<file path="src/rtl/imem_dbg_pkg.sv">
// rtl/imem_dbg_pkg.sv - shared states, error codes and constants for the imem debug loader
package imem_dbg_pkg;

  typedef enum logic [2:0] {
    ST_IDLE,
    ST_WRITE,
    ST_DRAIN,
    ST_RDADDR,
    ST_RDLAST,
    ST_DONE,
    ST_ERROR
  } state_t;

  localparam logic [1:0] ERR_NONE  = 2'd0;
  localparam logic [1:0] ERR_RANGE = 2'd1;
  localparam logic [1:0] ERR_CSUM  = 2'd2;

  localparam logic [3:0] WE_ALL = 4'hF;

endpackage

</file>
<file path="src/rtl/imem_debug_loader_if.sv">
// rtl/imem_debug_loader_if.sv - word stream plus instruction RAM debug port bundle
interface imem_debug_loader_if;
  logic        in_valid;
  logic [31:0] in_data;
  logic        in_ready;
  logic [31:0] A2;
  logic [31:0] WD2;
  logic [3:0]  WE2;
  logic [31:0] RD2;

  modport master (
    input  in_valid, in_data, RD2,
    output in_ready, A2, WD2, WE2
  );

  modport slave (
    output in_valid, in_data, RD2,
    input  in_ready, A2, WD2, WE2
  );
endinterface

</file>
<file path="src/rtl/imem_csum_acc.sv">
// rtl/imem_csum_acc.sv - 32-bit clear/accumulate register for the additive checksum
module imem_csum_acc (
  input  logic        clk,
  input  logic        rst_n,
  input  logic        clr,
  input  logic        add_en,
  input  logic [31:0] add_val,
  output logic [31:0] sum
);

  always_ff @(posedge clk or negedge rst_n) begin
    if (!rst_n) begin
      sum <= '0;
    end else if (clr) begin
      sum <= '0;
    end else if (add_en) begin
      sum <= sum + add_val;
    end
  end

endmodule

</file>
<file path="src/rtl/imem_debug_loader.sv">
// rtl/imem_debug_loader.sv - streams words into instruction RAM via the debug port, then verifies by checksum
module imem_debug_loader
  import imem_dbg_pkg::*;
#(
  parameter int DEPTH_WORDS = 4096,
  parameter int CNT_W       = 16
) (
  input  logic                 clk,
  input  logic                 rst_n,
  input  logic                 start,
  input  logic [31:0]          base_addr,
  input  logic [CNT_W-1:0]     word_cnt,
  imem_debug_loader_if.master  bus,
  output logic                 cpu_hold,
  output logic                 done,
  output logic                 err,
  output logic [1:0]           err_code
);

  localparam int SUM_W = CNT_W + 30;
  localparam logic [CNT_W-1:0] ONE = CNT_W'(1);

  state_t           state;
  logic [31:0]      base;
  logic [CNT_W-1:0] cnt;
  logic [CNT_W-1:0] wr_idx;
  logic [CNT_W-1:0] rd_idx;
  logic [31:0]      sum_w;
  logic [31:0]      sum_r;

  logic             idle_like;
  logic             start_ok;
  logic             wr_hs;
  logic             rd_add;
  logic [SUM_W-1:0] end_word;
  logic [31:0]      sum_r_final;

  assign idle_like   = (state == ST_IDLE) || (state == ST_DONE) || (state == ST_ERROR);
  assign start_ok    = start && idle_like;
  assign wr_hs       = (state == ST_WRITE) && bus.in_ready && bus.in_valid;
  // RD2 lags A2 by one cycle, so the first read cycle has nothing to add yet
  assign rd_add      = ((state == ST_RDADDR) && (rd_idx != '0)) || (state == ST_RDLAST);
  assign end_word    = SUM_W'(base_addr[31:2]) + SUM_W'(word_cnt);
  assign sum_r_final = sum_r + bus.RD2;

  imem_csum_acc u_sum_w (
    .clk     (clk),
    .rst_n   (rst_n),
    .clr     (start_ok),
    .add_en  (wr_hs),
    .add_val (bus.in_data),
    .sum     (sum_w)
  );

  imem_csum_acc u_sum_r (
    .clk     (clk),
    .rst_n   (rst_n),
    .clr     (start_ok),
    .add_en  (rd_add),
    .add_val (bus.RD2),
    .sum     (sum_r)
  );

  always_ff @(posedge clk or negedge rst_n) begin
    if (!rst_n) begin
      state        <= ST_IDLE;
      base         <= '0;
      cnt          <= '0;
      wr_idx       <= '0;
      rd_idx       <= '0;
      bus.A2       <= '0;
      bus.WD2      <= '0;
      bus.WE2      <= '0;
      bus.in_ready <= 1'b0;
      cpu_hold     <= 1'b0;
      done         <= 1'b0;
      err          <= 1'b0;
      err_code     <= ERR_NONE;
    end else begin
      bus.WE2 <= '0;
      case (state)
        ST_IDLE, ST_DONE, ST_ERROR: begin
          if (start) begin
            done     <= 1'b0;
            err      <= 1'b0;
            err_code <= ERR_NONE;
            base     <= base_addr & ~32'h3;
            cnt      <= word_cnt;
            wr_idx   <= '0;
            rd_idx   <= '0;
            if (end_word > SUM_W'(DEPTH_WORDS)) begin
              err      <= 1'b1;
              err_code <= ERR_RANGE;
              state    <= ST_ERROR;
            end else if (word_cnt == '0) begin
              done  <= 1'b1;
              state <= ST_DONE;
            end else begin
              cpu_hold <= 1'b1;
              state    <= ST_WRITE;
            end
          end
        end
        ST_WRITE: begin
          bus.in_ready <= 1'b1;
          if (wr_hs) begin
            bus.A2  <= base + (32'(wr_idx) << 2);
            bus.WD2 <= bus.in_data;
            bus.WE2 <= WE_ALL;
            wr_idx  <= wr_idx + ONE;
            if (wr_idx == cnt - ONE) begin
              bus.in_ready <= 1'b0;
              state        <= ST_DRAIN;
            end
          end
        end
        ST_DRAIN: begin
          bus.A2 <= base;
          rd_idx <= '0;
          state  <= ST_RDADDR;
        end
        ST_RDADDR: begin
          if (rd_idx == cnt - ONE) begin
            state <= ST_RDLAST;
          end else begin
            bus.A2 <= bus.A2 + 32'd4;
            rd_idx <= rd_idx + ONE;
          end
        end
        ST_RDLAST: begin
          cpu_hold <= 1'b0;
          if (sum_r_final == sum_w) begin
            done  <= 1'b1;
            state <= ST_DONE;
          end else begin
            err      <= 1'b1;
            err_code <= ERR_CSUM;
            state    <= ST_ERROR;
          end
        end
        default: state <= ST_IDLE;
      endcase
    end
  end

endmodule

</file>
<file path="src/flat_wrapper.sv">
// flat-port wrapper written by rule: the top's interface ports become plain ports
module imem_debug_loader_flat import imem_dbg_pkg::*;
#(
  parameter int DEPTH_WORDS = 4096,
  parameter int CNT_W       = 16
)
  (clk, rst_n, start, base_addr, word_cnt, cpu_hold, done, err, err_code, bus_in_valid, bus_in_data, bus_RD2, bus_in_ready, bus_A2, bus_WD2, bus_WE2);
  imem_debug_loader_if bus_i ();
  input  logic clk;
  input  logic rst_n;
  input  logic start;
  input  logic [31:0] base_addr;
  input  logic [CNT_W-1:0] word_cnt;
  output logic cpu_hold;
  output logic done;
  output logic err;
  output logic [1:0] err_code;
  input wire logic [$bits(bus_i.in_valid)-1:0] bus_in_valid;
  input wire logic [$bits(bus_i.in_data)-1:0] bus_in_data;
  input wire logic [$bits(bus_i.RD2)-1:0] bus_RD2;
  output wire logic [$bits(bus_i.in_ready)-1:0] bus_in_ready;
  output wire logic [$bits(bus_i.A2)-1:0] bus_A2;
  output wire logic [$bits(bus_i.WD2)-1:0] bus_WD2;
  output wire logic [$bits(bus_i.WE2)-1:0] bus_WE2;
  assign bus_i.in_valid = bus_in_valid;
  assign bus_i.in_data = bus_in_data;
  assign bus_i.RD2 = bus_RD2;
  assign bus_in_ready = bus_i.in_ready;
  assign bus_A2 = bus_i.A2;
  assign bus_WD2 = bus_i.WD2;
  assign bus_WE2 = bus_i.WE2;
  imem_debug_loader #(.DEPTH_WORDS(DEPTH_WORDS), .CNT_W(CNT_W)) u_core (.clk(clk), .rst_n(rst_n), .start(start), .base_addr(base_addr), .word_cnt(word_cnt), .bus(bus_i), .cpu_hold(cpu_hold), .done(done), .err(err), .err_code(err_code));
endmodule
</file>
<file path="config.mk">
export PLATFORM = sky130hd
export DESIGN_NAME = imem_debug_loader_flat
export DESIGN_NICKNAME = d
export VERILOG_FILES = /design/src/rtl/imem_dbg_pkg.sv /design/src/rtl/imem_debug_loader_if.sv /design/src/rtl/imem_csum_acc.sv /design/src/rtl/imem_debug_loader.sv /design/src/flat_wrapper.sv
export SDC_FILE = /design/constraint.sdc
export NUM_CORES = 1
export LEC_CHECK = 0
export CAP_MARGIN = 25
export CORE_ASPECT_RATIO = 1.25
export CORE_UTILIZATION = 29
export DETAILED_ROUTE_END_ITERATION = 6
export GPL_ROUTABILITY_DRIVEN = 0
export GPL_TIMING_DRIVEN = 0
export PLACE_DENSITY = 0.45
export RECOVER_POWER = 50
export SYNTH_ARGS = -nofsm -noshare
export SYNTH_HDL_FRONTEND = slang
export SYNTH_HIERARCHICAL = 1
export SYNTH_SLANG_ARGS = --single-unit
</file>
<file path="constraint.sdc">
create_clock -name clk -period 10.7 [get_ports clk]
set_input_delay 2.675 -clock clk [delete_from_list [all_inputs] [get_ports clk]]
set_output_delay 2.675 -clock clk [all_outputs]
set_load 0.01 [all_outputs]
</file>
Word-level counts from Yosys, hierarchy flattened
Index checks and enable logic that the tools add are counted.
{ "totals": {"inputBits": 116, "regBits": 219, "output_inout_bits": 74, "elab_cells": 109} }
{ "classes": {"n_addsub": 8, "order_cmp": 1, "reduce_logical": 26, "eq_ne": 18, "muxes": 41} }
{ "op_table": {"columns": ["cell", "n"], "rows": [
  ["2-to-1 mux 32 bit", 6],
  ["case mux 32 bit (3 select lines)", 1],
  ["adder 32 bit", 2],
  ["2-to-1 mux 16 bit", 3],
  ["case mux 16 bit (3 select lines)", 1],
  ["greater-than comparator 46 x 13 -> 1 bit, second input constant", 1],
  ["adder 16 x 1 -> 16 bit, second input constant", 2],
  ["adder 32 x 18 -> 32 bit", 1],
  ["adder 32 x 3 -> 32 bit, second input constant", 1],
  ["== test 16 bit", 2],
  ["== test 32 bit", 1],
  ["case mux 16 bit (2 select lines)", 1],
  ["adder 30 x 16 -> 31 bit", 1],
  ["2-to-1 mux 3 bit", 6],
  ["inequality test 2 bit, second input constant", 9],
  ["logical NOT 16 bit", 1],
  ["nonzero test 16 bit", 1],
  ["subtractor 16 x 1 -> 16 bit, second input constant", 1],
  ["case mux 3 bit (5 select lines)", 1],
  ["AND reduction 3 bit", 5],
  ["2-to-1 mux 1 bit", 13],
  ["== test 3 bit, second input constant", 3],
  ["2-to-1 mux 4 bit", 2],
  ["AND reduction 4 bit", 2],
  ["other kinds (12)", 27]
]} }

Depth between registers and ports, before layout
Gate-level depths: netlist (run 1).
{ "depth": {"word_depth": 5, "depth_mapped": 20, "depth_no_buf": 18} }

By module
Netlist (run 1), hierarchy kept.
{ "modules_own_cells": {"columns": ["module", "instances", "area_each_um2", "cells_each"], "rows": [
  ["imem_debug_loader", 1, 13620.6, 1779],
  ["imem_csum_acc (u_core.u_sum_w)", 1, 2949.1, 346],
  ["imem_csum_acc (u_core.u_sum_r)", 1, 2824.0, 317]
]} }

Worst setup path after synthesis (run 1)
OpenSTA, ideal clock, no wires.
{ "synth_timing": {"path_type": "input-to-reg", "startpoint": "input port base_addr[2]", "endpoint": "register u_core.state[2]", "t_arrival_ns": 5.489, "slack_ns": 5.088, "cell_stages": 12, "required_time_ns": 10.577, "cell_sequence": "ha_1 > fa_1 > a21o_1 > or4_1 > o211ai_1 > nand4_1 > nor4_1 > a31oi_1 > nor4_1 > nand4_1 > o31a_1 > o221a_2"} }
{ "synth_between": {"elab_chain_cells": 5} }
{ "synth_rtl": {"columns": ["item", "line", "text"], "rows": [
  ["start: declaration", "flat_wrapper.sv:12", "input logic [31:0] base_addr;"],
  ["adder 30 x 16 -> 31 bit", "imem_debug_loader.sv:43", "assign end_word = SUM_W'(base_addr[31:2]) + SUM_W'(word_cnt);"],
  ["greater-than comparator 46 x 13 -> 1 bit", "imem_debug_loader.sv:91", "if (end_word > SUM_W'(DEPTH_WORDS)) begin"],
  ["2-to-1 mux 3 bit", "imem_debug_loader.sv:91", null],
  ["2-to-1 mux 3 bit", "imem_debug_loader.sv:83", "if (start) begin"],
  ["case mux 3 bit (5 select lines)", "imem_debug_loader.sv:81", "case (state)"],
  ["end signal: assignment", "imem_debug_loader.sv:94", "state <= ST_ERROR;"],
  ["end signal: assignment", "imem_debug_loader.sv:97", "state <= ST_DONE;"],
  ["end signal: assignment", "imem_debug_loader.sv:100", "state <= ST_WRITE;"],
  ["end: declaration", "imem_debug_loader.sv:23", "state_t state;"]
]} }
Every way passes these cells. The select of a mux whose other input is x is not followed.
A chain may end at the register's enable or synchronous reset.

==> impl_metrics.json, run 1 <==
{
  "run_status": "complete, but fails checks",
  "failed_checks": "design-rule violations, max-capacitance violations, max-slew violations",
  "first_pass_grt_wire_length_um": 112000,
  "drt-pass1-iter-count": 7,
  "finalMaxSlewViolations": 117,
  "place_worst_setup_slack_ns": 2.99,
  "core_um2": 66000,
  "dieArea_um2": 67900,
  "cts_resizes": 0,
  "drc_errors": 23,
  "clock_pin_slew_on_the_worst_setup_and_hold_paths_ns": 0.06,
  "post_synth.cell_area_avg_um2": 7.94,
  "rows": 105,
  "grt_use_total": 0.211,
  "tightestPinTransition_ns": 3.70,
  "finalWorstPathRequiredPeriod_ns": 7.80,
  "synth-edff-count": 0,
  "die-height_um": 291,
  "layout_fillers": 6972,
  "post_synthesis_share_of_cell_area_spent_on_and_or_nand_and_nor_gates": 0.245,
  "final_net_count": 2907,
  "synth-xor-area-share": 0.0907,
  "hp_class": "reg2reg",
  "main_combinational_cell_family_by_area_after_synthesis": "simple AND/OR/NAND/NOR gates",
  "setup.worst_path.class": "in2async",
  "critical_path.max_stage_delay_ns": 2.72,
  "avgViaCountPerCell": 5.46,
  "yosys-mux-area-fraction": 0.0342,
  "final_layout_size_suffix_gt1_frac": 0.0474,
  "largest_net_degree_at_the_start_of_global_routing": 101,
  "antenna_violations_before_repair": 0,
  "tritoncts_num_sinks": 214,
  "clock_path_buffers": 3,
  "design_power_total_w": 0.00672,
  "cts_max_level": 1,
  "power-per-cell-area_nw_per_um2": 288,
  "start_kind": "input pin",
  "syn-cell-area_um2": 19400,
  "setup.worst_path.end_class": "async pin",
  "cts_made_buffers": 29,
  "maxCapViolCount": 2,
  "tritoncts": "yes",
  "top_delay_family_on_crit_path": "buffers and inverters",
  "synth-seq-cells": 214,
  "crit_required_ns": 10.55,
  "route.detailed.wl_per_inst_um": 20.7,
  "num_vias": 19300,
  "die_w_um": 233,
  "complex_gate_fraction_of_the_synthesized_area": 0.226,
  "grt_remaining_overflow": 0,
  "power.static_leakage_nw": 9.89,
  "cts.hold.buffers_added": 0,
  "pin_count": 190,
  "route.antenna.remaining_nets": 0,
  "timing.final.crit_share": 0.729,
  "synth_unique_cells": 105,
  "setup_tns_ns": 0,
  "postCtsSetupBuffers": 0,
  "cp_cell_sequence": "clkbuf_1, clkbuf_1",
  "crit_slowest_cell": "sky130_fd_sc_hd__clkbuf_1",
  "synthesized_netlist_cell_count": 2442,
  "cp.buffers_inverters": 2,
  "timing.final.ws_setup_ns": 2.90,
  "via_count_of_the_first_global_routing_pass": 19000,
  "synth_ff_type": "sky130_fd_sc_hd__dfrtp_1",
  "path_common_cell": "sky130_fd_sc_hd__clkbuf_1",
  "buffer_ports.inserted": 179,
  "multi_input_comb_area_um2": 13300,
  "path_max_fanout": 65,
  "antennaDiodeCount": 0,
  "rsz_0062_raised_after_global_routing": "no",
  "synthesis.yosys.warnings": 6,
  "post_detailed_placement_half_perimeter_wirelength_um": 57900,
  "detail_route.iter0.violations": 1182,
  "hold-worst-slack_ns": 0.471,
  "floorplan.initialDensity": 0.294,
  "clock_skew_ns": 0.0133,
  "synth_async_sr_flop_share": 1.00,
  "arrival_ns": 7.65,
  "postRouteWirelength_um": 73000,
  "synthToLayoutAreaGrowth_pct": 20.5,
  "fmax_mhz": 128,
  "clkLatencyLatePin_ns": 0.60,
  "max-slew-margin-rel": -1.47,
  "hold_violations": 0,
  "post_synth_fa_ha_maj_area_fraction": 0.0890,
  "cts_root_buf": "sky130_fd_sc_hd__clkbuf_16",
  "finalSetupViolCount": 0,
  "vdd.ir_drop.worst_mv": 0.156,
  "synth_sequential_area_ratio": 0.276,
  "layout.area.seq_um2": 5360
}
[per-layer routing]
layer / global-route usage / routed length [um] / vias to the layer above / part of all wire
met4: 0.0797 / 2870 / 0 / 0.039
met1: 0.254 / 30300 / 9292 / 0.42
met2: 0.379 / 36700 / 524 / 0.50
met5: 0 / 0 / - / 0
li1: - / - / 9336 / -
met3: 0.0235 / 3090 / 127 / 0.042
[metrics by stage]
stage | instance area [um2] | util | cells
after global placement | 22300 | 0.338 | 3478
after CTS | 23400 | 0.355 | 3534
after global routing | 23400 | 0.354 | 3534
final | 23400 | 0.354 | 3534
after detailed placement | 22300 | 0.339 | 3481
after floorplan | 19400 | - | 2443
[cell usage in the layout (no fill, tap or decap), drive strengths merged, types with 9 or more instances in the layout]
master and count:
nor3 72, o21bai 19, mux2i 55, nor2 214, nand2 356, nor2b 36, xnor2 111, a21oi 180
o211ai 23, o21ai 133, or3 22, or2 11, or4 17, a221oi 9, o22ai 13, dfrtp 214
mux2 10, a211oi 48, inv 64, nand4 59, a21o 41, and3 24, a31oi 29, ha 130
o31ai 21, and2 22, nand3 78, nand2b 18, a21boi 9, and4 9, clkdlybuf4s50 143, dlygate4sd3 35
o21a 25, nor4 27, clkbuf 143, buf 26, xor2 77
[state kept, by name, indices dropped and copies added, names as in the netlist, 2 cells and up]
register            cells
u_core/rd_idx          16
u_core/u_sum_w/sum     32
u_core/base            30
u_core/bus.WD2         32
u_core/u_sum_r/sum     32
u_core/cnt             16
u_core/bus.A2          30
u_core/state            3
u_core/wr_idx          16
u_core/err_code         2
[cell type report]
class | instances | area share
Inverter | 63 | 0.0101
Tap cell | 856 | 0.0458
Multi-Input combinational cell | 2039 | 0.569
Buffer | 127 | 0.0223
Clock inverter | 15 | 0.0107
Timing Repair Buffer | 182 | 0.0781
Sequential cell | 214 | 0.229
Clock buffer | 38 | 0.0351
[synth_stat cells, drive strengths merged (9+ instances only)]
cell type  instances  area share
nor2             214       0.042
or2               11      0.0035
ha               130       0.084
o21ai            133       0.035
nand4             59       0.020
nand2            356       0.069
o22ai             13      0.0042
nor2b             36       0.012
or3               22      0.0071
mux2              10      0.0058
or4               17      0.0068
a21boi             9      0.0035
nand2b            18      0.0058
nor4              27       0.011
o21bai            19      0.0074
dfrtp            214        0.28
inv               62       0.012
buf               24      0.0069
a31oi             29       0.010
clkbuf           103       0.020
xnor2            111       0.050
and3              24      0.0080
o211ai            23      0.0092
a21o              41       0.016
a221oi             9      0.0044
and4               9      0.0041
o31ai             21      0.0081
nand3             78       0.021
nor3              72       0.019
xor2              77       0.035
mux2i             55       0.028
a211oi            48       0.019
and2              22      0.0071
a21oi            180       0.047
o21a              25      0.0097
[kinds of logic after synthesis]
logic type,count (synthesis)
compound gates,658
fa+ha+maj,135
flops,214
buf+inv,190
mux,65
other cells,1
simple gates,986
xor+xnor,193
[worst paths after layout]
check | startpoint | to | slack (ns) | cells after the start
max in group clk | bus_RD2[7] | u_core/err | 3.61 | 13
hold / removal | u_core/bus.WD2[24] | u_core/bus.WD2[24] | 0.47 | 2
setup reg to reg | u_core/cnt[0] | u_core/u_sum_w/sum[15] | 4.64 | 18
setup / recovery | rst_n | u_core/u_sum_r/sum[18] | 2.90 | 2
min in group asynchronous | rst_n | u_core/base[19] | 3.09 | 1
hold reg to reg | u_core/bus.WD2[24] | u_core/bus.WD2[24] | 0.47 | 2
[power by group]
group	total (W)	internal (W)	switching [W]	leakage, nW
logic	0.00408	0.00161	0.00248	6.62
clock network	0.00110	0.000684	0.000420	0.527
registers	0.00153	0.00114	0.000398	2.74
total	0.00672	0.00343	0.00329	9.89
Note: power is estimated with default switching activity, not from simulation.
==> run 2, diff against run 1 <==
Clock period 10.7 ns to 7.6 ns, I/O delays scaled along.
==> run 2 against run 1 <==
Against the previous run:
- the run still ends with design-rule violations, max-capacitance violations, max-slew violations left
- flip-flop and latch count stayed put
- clock power is 41% higher
- die area stayed put
- global-route usage stayed put
- sequential power is 41% higher
- setup slack worse by 1.6 ns
- final cell count stayed put
- via count is 0.18% lower
- non-clock buffer count stayed put
- hold slack hardly changed
- critical endpoint is now u_core/err
- largest cell class unchanged
==> impl_metrics.json, run 2 (synthesis results as in run 1) <==
{
  "run_status": "complete, but fails checks",
  "failed_checks": "design-rule violations, max-capacitance violations, max-slew violations",
  "clock_skew_ns": 0.0122,
  "drt-pass1-iter-count": 7,
  "setup.worst_path.end_class": "flip-flop",
  "most-common-layout-cells": "sky130_fd_sc_hd__nand2_1, sky130_fd_sc_hd__dfrtp_1, sky130_fd_sc_hd__nor2_1",
  "clkPwrFrac": 0.164,
  "cp-startpoint": "bus_RD2[7]",
  "tightestPinTransition_ns": 3.23,
  "path_common_cell": "sky130_fd_sc_hd__a21oi_1",
  "seqPwrFrac": 0.228,
  "reg2reg_depth": 18,
  "setup.worst_path.class": "in2reg",
  "arrival_ns": 6.77,
  "cts_resizes": 0,
  "avgViaCountPerCell": 5.45,
  "drc_errors": 22,
  "clkLatencyLatePin_ns": 0.60,
  "die_w_um": 233,
  "finalSetupViolCount": 0,
  "die-height_um": 291,
  "start_kind": "input pin",
  "first_pass_grt_wire_length_um": 112000,
  "tritoncts_num_sinks": 214,
  "ff2ff_setup_slack_ns": 1.53,
  "cp_cell_sequence": "clkdlybuf4s50_1, ha_1, clkbuf_1, nand4_1, a21oi_1, a21oi_1, a2111oi_0, nand3_1, or4_1, nor4_1, nand2_1, o21ai_0, a21oi_1",
  "final_layout_size_suffix_gt1_frac": 0.0478,
  "setup_tns_ns": 0,
  "core_um2": 66000,
  "floorplan.initialDensity": 0.294,
  "grt_remaining_overflow": 0,
  "max-slew-margin-rel": -1.15,
  "postRouteWirelength_um": 73000,
  "postCtsSetupBuffers": 0,
  "cts_max_level": 1,
  "multi_input_comb_area_um2": 13300,
  "hold-worst-slack_ns": 0.471,
  "vdd.ir_drop.worst_mv": 0.220,
  "final_net_count": 2907,
  "hp_class": "reg2reg",
  "internal_power_w": 0.00483,
  "timing.final.crit_share": 0.831,
  "crit_slowest_cell": "sky130_fd_sc_hd__nor4_1",
  "power.static_leakage_nw": 9.90,
  "path_max_fanout": 7,
  "post_detailed_placement_half_perimeter_wirelength_um": 57900,
  "pin_count": 190,
  "layout_fillers": 6968,
  "power.share.combinational": 0.607,
  "mostFrequentLayoutCell": "sky130_fd_sc_hd__nand2_1",
  "grt_use_total": 0.211,
  "reg_top3": "u_core/bus.WD2 (32), u_core/u_sum_r/sum (32), u_core/u_sum_w/sum (32)",
  "cts_made_buffers": 29,
  "layout.area.seq_um2": 5360,
  "hold_violations": 0,
  "maxCapViolCount": 1,
  "endpoint": "u_core/err",
  "finalWorstPathRequiredPeriod_ns": 6.32,
  "synthToLayoutAreaGrowth_pct": 20.6,
  "clock_path_buffers": 3,
  "finalMaxSlewViolations": 50,
  "rows": 105,
  "antennaDiodeCount": 0,
  "r2r_start": "u_core/cnt[0]",
  "cts.hold.buffers_added": 0,
  "tritoncts": "yes",
  "antenna_violations_before_repair": 0,
  "critical_path.max_stage_delay_ns": 0.71,
  "power_switching_share": 0.490,
  "route.antenna.remaining_nets": 0,
  "route.detailed.wl_per_inst_um": 20.7,
  "rsz_0062_raised_after_global_routing": "no",
  "clock_pin_slew_on_the_worst_setup_and_hold_paths_ns": 0.06,
  "dieArea_um2": 67900,
  "crit_required_ns": 8.05,
  "largest_net_degree_at_the_start_of_global_routing": 101,
  "fmax_mhz": 158,
  "via_count_of_the_first_global_routing_pass": 19000,
  "switchingPower_w": 0.00464,
  "regToRegEndpoint": "u_core/u_sum_w/sum[15]",
  "cts_root_buf": "sky130_fd_sc_hd__clkbuf_16",
  "buffer_ports.inserted": 179,
  "num_vias": 19200,
  "detail_route.iter0.violations": 1195,
  "power-per-cell-area_nw_per_um2": 405
}
-- run 2: cell count changes in the layout (fill, tap and decap cells not counted) --
cell / delta
sky130_fd_sc_hd__buf_16: +1
sky130_fd_sc_hd__clkbuf_1: -1
-- run 2: worst min path at each step --
stage	from	to	depth (start not counted)
floorplan	u_core/base[28]	u_core/base[28]	2
global placement	u_core/bus.WD2[27]	u_core/bus.WD2[27]	2
detailed placement	u_core/bus.WD2[11]	u_core/bus.WD2[11]	2
CTS	u_core/bus.WD2[1]	u_core/bus.WD2[1]	2
global route	u_core/bus.WD2[8]	u_core/bus.WD2[8]	2
finish	u_core/bus.WD2[24]	u_core/bus.WD2[24]	2
-- run 2: final cells by class --
type	instances	area share
Buffer	127	0.0223
Clock buffer	38	0.0350
Clock inverter	15	0.0107
Inverter	63	0.0101
Multi-Input combinational cell	2039	0.568
Sequential cell	214	0.229
Tap cell	856	0.0458
Timing Repair Buffer	182	0.0790
-- run 2: power groups by stage --
| stage | combinational [W] | sequential, W | clock, W |
|---|---|---|---|
| after floorplan | 0.00389 | 0.00202 | 0 |
| after global placement | 0.00570 | 0.00218 | 0 |
| after detailed placement | 0.00575 | 0.00218 | 0 |
| after CTS | 0.00578 | 0.00217 | 0.00161 |
| after global routing | 0.00634 | 0.00222 | 0.00165 |
| final | 0.00575 | 0.00216 | 0.00155 |
-- run 2: per-stage QoR --
| stage | instance area, um2 | setup WS (ns) | power (W) | std cells | util |
|---|---|---|---|---|---|
| 2_1_floorplan | 19400 | 2.76 | 0.00592 | 2443 | - |
| 3_3_place_gp | 22300 | -5.73 | 0.00787 | 3478 | 0.338 |
| 3_5_place_dp | 22300 | 0.666 | 0.00793 | 3481 | 0.339 |
| 5_1_grt | 23400 | 1.03 | 0.0102 | 3534 | 0.355 |
| 4_1_cts | 23400 | 1.32 | 0.00956 | 3534 | 0.355 |
| 6_report | 23400 | 1.28 | 0.00946 | 3534 | 0.355 |
-- run 2: worst max-delay path: cells and delay by family --
kind	cells	cell delay, ns
AOI/OAI and AO/OA	5	1.96
adders and majority gates	1	0.31
buffers and inverters	2	0.78
and+or+nand+nor	5	1.82
-- run 2: metal layers --
metal / part of all wire / track usage / routed length, um / vias up
met5: 0 / 0 / 0 / -
met4: 0.039 / 0.0797 / 2840 / 0
met3: 0.040 / 0.0235 / 2950 / 116
met2: 0.50 / 0.379 / 36700 / 490
met1: 0.42 / 0.254 / 30500 / 9302
li1: - / - / - / 9337
